**src/rtl/rfid_pkg.sv**
```systemverilog
// Shared definitions for the RFID UID matcher.
//   state_e          : matcher FSM state encoding
//   UID_INVALID_ZERO : reader "no tag" pattern, never processed
//   UID_INVALID_ONES : reader bus-idle pattern, never processed
//   uid_is_valid()   : true when a UID is not one of the invalid patterns
package rfid_pkg;

  typedef enum logic [1:0] {
    ST_IDLE,
    ST_COMPARE,
    ST_ENROLL,
    ST_REPORT
  } state_e;

  localparam logic [31:0] UID_INVALID_ZERO = 32'h0000_0000;
  localparam logic [31:0] UID_INVALID_ONES = 32'hFFFF_FFFF;

  function automatic logic uid_is_valid(input logic [31:0] u);
    return (u != UID_INVALID_ZERO) && (u != UID_INVALID_ONES);
  endfunction

endpackage

```
**src/rtl/uid_table.sv**
```systemverilog
// Tag table storage: N_ENTRIES x 32-bit, one synchronous write port and
// one combinational indexed read port. Contents are not reset.
//   clk     : system clock (rising edge)
//   we_i    : write enable
//   waddr_i : write index
//   wdata_i : UID to store
//   raddr_i : read index
//   rdata_o : UID stored at raddr_i
module uid_table #(
  parameter int N_ENTRIES = 4,
  parameter int IDW       = $clog2(N_ENTRIES)
) (
  input  logic           clk,
  input  logic           we_i,
  input  logic [IDW-1:0] waddr_i,
  input  logic [31:0]    wdata_i,
  input  logic [IDW-1:0] raddr_i,
  output logic [31:0]    rdata_o
);

  logic [31:0] mem_q [N_ENTRIES];

  always_ff @(posedge clk) begin
    if (we_i) mem_q[waddr_i] <= wdata_i;
  end

  assign rdata_o = mem_q[raddr_i];

endmodule

```
**src/rtl/rfid_uid_matcher.sv**
```systemverilog
// RFID UID matcher: looks up reader UIDs in a small tag table, optionally
// enrolling new ones, and suppresses repeat reports of the same UID within
// a cooldown window.
//   clk, rst     : clock (rising edge), synchronous active-high reset
//   uid          : UID from the reader, sampled on uid_valid
//   uid_valid    : one-cycle read-done pulse
//   enroll       : level; read is an enrolment when high with uid_valid
//   clear        : one-cycle request to empty the table
//   result_valid : one-cycle result pulse
//   match        : UID found in / added to the table
//   unknown      : UID not found, or enrolment refused (table full)
//   match_id     : index of the last hit, held between results
//   entry_count  : number of enrolled entries
//   table_full   : entry_count == N_ENTRIES
//   busy         : FSM not idle
module rfid_uid_matcher
  import rfid_pkg::*;
#(
  parameter int N_ENTRIES       = 4,
  parameter int COOLDOWN_CYCLES = 50_000_000,
  parameter int IDW             = $clog2(N_ENTRIES)
) (
  input  logic           clk,
  input  logic           rst,
  input  logic [31:0]    uid,
  input  logic           uid_valid,
  input  logic           enroll,
  input  logic           clear,
  output logic           result_valid,
  output logic           match,
  output logic           unknown,
  output logic [IDW-1:0] match_id,
  output logic [IDW:0]   entry_count,
  output logic           table_full,
  output logic           busy
);

  localparam int CDW = (COOLDOWN_CYCLES > 1) ? $clog2(COOLDOWN_CYCLES) : 1;
  localparam logic [CDW-1:0] CD_RELOAD = CDW'(COOLDOWN_CYCLES - 1);
  localparam logic [IDW:0]   FULL_CNT  = (IDW+1)'(N_ENTRIES);

  state_e         state_q, state_d;
  logic [31:0]    uid_q, uid_d;
  logic [31:0]    last_q, last_d;
  logic           enroll_q, enroll_d;
  logic [IDW:0]   idx_q, idx_d;
  logic [IDW:0]   count_q, count_d;
  logic [CDW-1:0] cd_q, cd_d;
  logic [IDW-1:0] match_id_q, match_id_d;
  logic           res_match_q, res_match_d;
  logic           res_unknown_q, res_unknown_d;

  logic           tbl_we;
  logic [31:0]    tbl_rdata;
  logic           full;

  assign full = (count_q == FULL_CNT);

  uid_table #(
    .N_ENTRIES (N_ENTRIES),
    .IDW       (IDW)
  ) u_table (
    .clk     (clk),
    .we_i    (tbl_we),
    .waddr_i (count_q[IDW-1:0]),
    .wdata_i (uid_q),
    .raddr_i (idx_q[IDW-1:0]),
    .rdata_o (tbl_rdata)
  );

  always_comb begin
    state_d       = state_q;
    uid_d         = uid_q;
    last_d        = last_q;
    enroll_d      = enroll_q;
    idx_d         = idx_q;
    count_d       = count_q;
    cd_d          = (cd_q != '0) ? cd_q - 1'b1 : cd_q;
    match_id_d    = match_id_q;
    res_match_d   = res_match_q;
    res_unknown_d = res_unknown_q;
    tbl_we        = 1'b0;

    unique case (state_q)
      ST_IDLE: begin
        if (uid_valid && uid_is_valid(uid) &&
            !((uid == last_q) && (cd_q != '0))) begin
          uid_d    = uid;
          enroll_d = enroll;
          idx_d    = '0;
          state_d  = ST_COMPARE;
        end
      end
      ST_COMPARE: begin
        // Exhaustion is tested before the read so stale entries at
        // index >= entry_count can never hit.
        if (idx_q == count_q) begin
          if (enroll_q && !full) begin
            state_d = ST_ENROLL;
          end else begin
            res_match_d   = 1'b0;
            res_unknown_d = 1'b1;
            state_d       = ST_REPORT;
          end
        end else if (tbl_rdata == uid_q) begin
          res_match_d   = 1'b1;
          res_unknown_d = 1'b0;
          match_id_d    = idx_q[IDW-1:0];
          state_d       = ST_REPORT;
        end else begin
          idx_d = idx_q + 1'b1;
        end
      end
      ST_ENROLL: begin
        tbl_we        = 1'b1;
        count_d       = count_q + 1'b1;
        match_id_d    = count_q[IDW-1:0];
        res_match_d   = 1'b1;
        res_unknown_d = 1'b0;
        state_d       = ST_REPORT;
      end
      ST_REPORT: begin
        last_d  = uid_q;
        cd_d    = CD_RELOAD;
        state_d = ST_IDLE;
      end
      default: state_d = ST_IDLE;
    endcase

    if (clear) begin
      state_d = ST_IDLE;
      count_d = '0;
      cd_d    = '0;
      last_d  = last_q;
      tbl_we  = 1'b0;
    end
  end

  always_ff @(posedge clk) begin
    if (rst) begin
      state_q       <= ST_IDLE;
      uid_q         <= '0;
      last_q        <= '0;
      enroll_q      <= 1'b0;
      idx_q         <= '0;
      count_q       <= '0;
      cd_q          <= '0;
      match_id_q    <= '0;
      res_match_q   <= 1'b0;
      res_unknown_q <= 1'b0;
    end else begin
      state_q       <= state_d;
      uid_q         <= uid_d;
      last_q        <= last_d;
      enroll_q      <= enroll_d;
      idx_q         <= idx_d;
      count_q       <= count_d;
      cd_q          <= cd_d;
      match_id_q    <= match_id_d;
      res_match_q   <= res_match_d;
      res_unknown_q <= res_unknown_d;
    end
  end

  // A clear arriving in the REPORT cycle aborts the result as well.
  assign result_valid = (state_q == ST_REPORT) && !clear;
  assign match        = result_valid && res_match_q;
  assign unknown      = result_valid && res_unknown_q;
  assign match_id     = match_id_q;
  assign entry_count  = count_q;
  assign table_full   = full;
  assign busy         = (state_q != ST_IDLE);

endmodule

```
**config.mk**
```make
export PLATFORM = sky130hd
export DESIGN_NAME = rfid_uid_matcher
export DESIGN_NICKNAME = d
export VERILOG_FILES = /design/src/rtl/rfid_pkg.sv /design/src/rtl/uid_table.sv /design/src/rtl/rfid_uid_matcher.sv
export SDC_FILE = /design/constraint.sdc
export NUM_CORES = 1
export LEC_CHECK = 0
export CORE_UTILIZATION = 53
export CTS_CLUSTER_DIAMETER = 150
export DETAILED_ROUTE_END_ITERATION = 8
export GPL_TIMING_DRIVEN = 0
export PLACE_DENSITY = 0.76
export SYNTH_ARGS = -nofsm -noshare
export SYNTH_HDL_FRONTEND = slang
export SYNTH_SLANG_ARGS = --single-unit
export TNS_END_PERCENT = 50
```
**constraint.sdc**
```tcl
create_clock -name clk -period 2.7 [get_ports clk]
set_clock_uncertainty 0.2 [all_clocks]
set_input_delay 0.54 -clock clk [delete_from_list [all_inputs] [get_ports clk]]
set_output_delay 0.54 -clock clk [all_outputs]
set_load 0.02 [all_outputs]
```
# Word-level counts from Yosys, hierarchy flattened
# Memory sizes are Yosys's and may differ from the RTL's. A register that Yosys moved wholly into a read port is not among the register bits.
# Cells that the tools add are included.
word_totals:
  mem_count: 1
  wordCells: 84
  ramBits: 128
  in_bits: 37
  reg_bits: 103
mem_list:
  columns: ["name", "words", "word_bits", "rd", "rd_ports_with_merged_regs", "wr", "line", "text"]
  rows:
  - ["u_table.mem_q", 4, 32, 1, 1, 1, "uid_table.sv:21", "logic [31:0] mem_q [N_ENTRIES];"]
classes:
  n_reduce_logical: 26
  add_sub_neg: 3
  n_mux: 28
  eq_ne: 14
  n_bitwise: 1
ops:
  columns: ["op", "n"]
  rows:
  - ["32-bit equality test", 2]
  - ["26-bit two-way mux", 2]
  - ["32-bit inequality test (second input constant)", 1]
  - ["32-bit nonzero test", 1]
  - ["26-bit nonzero test", 1]
  - ["26-bit by 1-bit subtractor with 26-bit output (second input constant)", 1]
  - ["2-bit two-way mux", 7]
  - ["1-bit two-way mux", 11]
  - ["3-bit two-way mux", 3]
  - ["1-bit logical AND", 8]
  - ["2-bit inequality test (second input constant)", 4]
  - ["2-bit one-hot mux with 4 select lines", 1]
  - ["2-bit nonzero test", 4]
  - ["3-bit by 1-bit adder with 3-bit output (second input constant)", 2]
  - ["3-bit inequality test (second input constant)", 2]
  - ["3-bit one-hot mux with 2 select lines", 1]
  - ["2-bit AND reduction", 3]
  - ["3-bit AND reduction", 2]
  - ["2-bit equality test (second input constant)", 2]
  - ["1-bit one-hot mux with 2 select lines", 2]
  - ["2-bit one-hot mux with 2 select lines", 1]
  - ["4-bit AND reduction", 1]
  - ["3-bit equality test", 1]
  - ["3-bit equality test (second input constant)", 1]
  - ["6 further kinds", 8]

# Depth between registers and ports, before layout
logic_depth:
  ltp_word: 8
  depth_mapped: 10
  ltp_nobuf: 9

# Cells and area by module
# From an unflattened synthesis, not the netlist that was laid out.
hier_totals:
  hier_cells: 808
  area_unflattened_um2: 10037.1
modules_own_cells:
  columns: ["module", "cells_per_inst", "area_each_um2", "n_inst"]
  rows:
  - ["rfid_uid_matcher", 637, 5347.6, 1]
  - ["uid_table", 171, 4689.5, 1]

# Least setup slack after synthesis
# Ideal clock, no wire load.
synth_timing:
  path_type: "register to register"
  from: "reg (tool-made name)"
  to: "reg state_q[0]"
  n_path_buf: 2
  stages_incl_launch_ff: 10
  t_arrival_ns: 2.468
  period_less_slack_ns: 2.784
  setup_slack_ns: -0.084
  t_required_ns: 2.384
  cell_sequence: "dfxtp_1 -> buf_2 -> buf_2 -> mux4_2 -> xnor2_1 -> nand4_1 -> nor4_4 -> a211oi_2 -> or3_1 -> o211a_1"
synth_rtl:
  columns: ["item", "line", "text"]
  rows:
  - ["to (signal assigned)", "rfid_uid_matcher.sv:152", "state_q <= state_d;"]
  - ["to (decl)", "rfid_uid_matcher.sv:42", "state_e state_q, state_d;"]

==> impl_summary.md <==
Detailed routing
The residual antenna-violating net count after detailed routing is 0. The first-pass detailed-route iteration total is 5. After detailed routing, the total wire length is 22040 um. In the routed layout, each cell is associated on average with a via count of 5.757.

The number of vias after detailed routing is 6350. The first routing iteration left 488 violations. The DRC violation count after routing is 0. Dividing the detail-routed wire length by the instance count gives 19.99 um.

Cells and area
The filler cells instantiated in the layout total 1297. The post-layout net count is 903. 0 antenna diodes ended up in the layout.

In the final layout, the share of cells above drive strength 1 is 0.1796. In the final layout, flip-flops and latches occupy 5962 um2. The area of the multi-input gates is 3864 um2. The area growth from synthesis to layout is 22.66%.

Floorplanning
The number of top-level pins is 47. The horizontal extent of the die is 137.9 um. After floorplanning, the core was divided into 49 placement rows. For this configuration, the core starts out at a cell density of 0.5429. The core area is 18020 um2. The floorplan step defined a die boundary enclosing 19010 um2.

The die extent in y is 137.9 um.

Global routing
The combined global-route utilization of all metal layers is 0.2331. The pin count of the biggest net entering global routing is 33. The first global-routing pass estimated 33070 um of wire. The global-route congestion overflow total is 0.

The number of antenna violations at the first check in global routing is 0. The via count of the first global-routing pass is 6170.

STA
The worst setup slack after layout is -0.2396 ns. The relative slew slack is 0.6090. The final critical delay including setup and external delays is 2.940 ns. After routing, the total negative slack on setup checks comes to -1.834 ns. Setup repair after global routing could not meet its margin everywhere. The transition time of the tightest slew-check pin is 0.5866 ns. Setup violations remaining at the end of the flow were counted as 10. The count of final hold-check violations is 0. Timing would allow up to 340.2 MHz. The max-slew violation count is 0. The share of the clock period used by the worst path is 1.089.

Critical path
Data arrives at the worst endpoint at 3.13 ns. STA puts the critical path data required time at 2.89 ns. The critical path is of the reg2reg type. STA classifies the critical path endpoint as a flip-flop. Of all nets on the critical path, the largest fanout is 8. The startpoint class of the critical path is a flip-flop.

Clock tree
The clock-pin transition on the worst setup and hold timing paths is 0.06 ns. In this run the clock root is driven by a clkbuf_16. Buffers inserted during clock tree synthesis total 24.

The clock tree from TritonCTS is built. In this run the number of H-tree levels came out at 1. No sink is reached through more buffers than the 3 on the longest clock path.

For the worst-skew pair, the clock arrives at the later sink with an insertion delay of 0.51 ns. For this design, the sink count on the clock tree is 233. The total of hold buffers inserted after clock tree synthesis is 0.

Power and ir drop
Total power for the finished layout comes to 9.713 mW. The largest voltage drop on the vdd net is 0.9488 mV. Dividing total power by cell area gives a power density of 809.2 nW/um2. The leakage power total is 4.348 nW.

Synth
The post-synth design cell area is 9786 um2. For this run, the number of Yosys warnings is 0. The post-synthesis sequential element count is 233.

The number of synthesized flops with an enable pin is 128. The most used flip-flop cell after synthesis is edfxtp_1. The number of nets produced by synthesis is 810.

The number of library cell types mapped by synthesis is 49. Of all flip-flops after synthesis, the portion carrying an async set or reset was 0. In the synthesized netlist, the number of instances is 763. Dividing the synthesized area by the synthesized cell count gives 12.83 um2. The sequential element share of the synthesized area is 0.6076.

Placement
The setup slack after placement is -1.016 ns. The count of buffers added on input and output ports is 46. The congestion estimate from routability-driven global placement came to 0.8630. The wire-length estimate of the detail-placed layout is 14100 um.

Outcome
The run finished, with violations left. The checks that failed: setup timing.

Min path
The path class of the tightest hold or removal check is in2reg.

Run
The max-cap violation count is 0.
[final cells by class]
class,instances,share of cell area
repair buffers,68,0.06619
inverters,17,0.005525
clock inverters,14,0.007818
flip-flops and latches,233,0.4967
plain buffers,30,0.02085
well taps,229,0.02387
clock buffers,30,0.05712
multi-input cells,482,0.3219
[cell usage after synthesis, types with 2 or more instances]
cell type  instances  area (um2)
nor4_2             3       37.54
o21ai_0            3       15.01
ha_1              10       125.1
clkinv_1           2       7.510
nand2_1           85       319.1
nor4_1            17       106.4
buf_2              6       30.03
edfxtp_1         128        3844
xnor2_1           80       700.7
nand4_1           30       187.7
mux2i_1           38       380.4
buf_1              3       11.26
and2_1             6       37.54
inv_1             15       56.30
nor3_1             5       25.02
buf_6              2       22.52
nand3_1            5       25.02
nor2_1            57       214.0
mux4_2            32       720.7
and3_1             2       12.51
a31oi_1            4       25.02
nand2b_1           4       25.02
nor2b_1            2       12.51
or3_1              2       12.51
clkbuf_1          20       75.07
or4_1              6       45.04
dfxtp_1          105        2102
a21oi_1           56       280.3
a211o_1            5       43.79
xor2_1            11       96.34
[flip-flops by register name (all words and copies together), names as in the netlist, named ones only]
signal / count
enroll_q: 1
res_unknown_q: 1
idx_q: 3
state_q: 2
entry_count: 3
cd_q: 26
last_q: 32
res_match_q: 1
match_id: 2
u_table.mem_q: 128
uid_q: 32
[per-stage QoR]
stage | area [um2] | hold WS, ns | util | std cells
floorplan | 9802 | 0.2488 | - | 763
global placement | 10550 | 0.2531 | 0.5852 | 1038
detailed placement | 10550 | 0.2533 | 0.5855 | 1038
CTS | 11570 | 0.2678 | 0.6418 | 1091
global route | 12000 | 0.2291 | 0.6659 | 1103
finish | 12000 | 0.2195 | 0.6659 | 1103
[critical path: stages, from the launching register on]
cell	delay, ns
dfxtp_2	0.33
buf_6	0.14
buf_12	0.15
mux4_2	0.54
xnor2_2	0.17
nand4_1	0.24
nor4_4	0.36
buf_6	0.18
a211oi_4	0.09
or3_1	0.32
o211a_1	0.12
[cells by family after synthesis]
logic type / after synthesis / synth area share
xor+xnor: 91 / 0.08145
flops: 233 / 0.6076
simple gates: 229 / 0.1135
compound gates: 82 / 0.05140
buf+inv: 48 / 0.02071
mux: 70 / 0.1125
fa+ha+maj: 10 / 0.01279
[worst paths after layout]
check / startpoint / end / slack (ns) / cells past startpoint
worst max register to register: flip-flop / state_q[0] / -0.24 / 10
worst min register to register: last_q[31] / last_q[31] / 0.27 / 2
worst max-delay path: flip-flop / state_q[0] / -0.24 / 10
worst min-delay path: uid[27] / uid_q[27] / 0.22 / 3
[metal layers]
metal  vias to the layer above  global-route usage  part of all wire
met5                         -                   0                 0
met1                      3136              0.3044              0.43
met2                       193              0.3919              0.49
met3                        41             0.04386             0.054
li1                       2980                   -                 -
met4                         0             0.07548             0.029
[cells in the final DEF, fill, tap and decap left out, types with 11 or more instances in the layout]
cell and instances:
edfxtp_1 128, dfxtp_1 96, nand2_1 83, xnor2_1 70, nor2_1 56, a21oi_1 55, mux2i_1 35, mux4_2 32
nand4_1 30, clkbuf_16 29, dlymetal6s2s_1 28, clkbuf_1 20, inv_1 15, nor4_1 14, buf_4 14, clkdlybuf4s50_1 13
xor2_1 11
[where the power goes]
group / leakage [nW] / internal (mW) / total (mW) / switching, mW
combinational: 1.93 / 1.19 / 2.33 / 1.14
clock: 0.391 / 1.89 / 3.22 / 1.33
sequential: 2.03 / 3.93 / 4.16 / 0.225
[timing repair]
item | in CTS | in global routing
resized for setup | 52 | 76
setup buffers | 10 | 10
cloned | 0 | 3
endpoints found under the setup margin | 83 | 151
pin swaps | 18 | 18
hold endpoints to repair | 0 | 0
(Power assumes the default switching activity.)
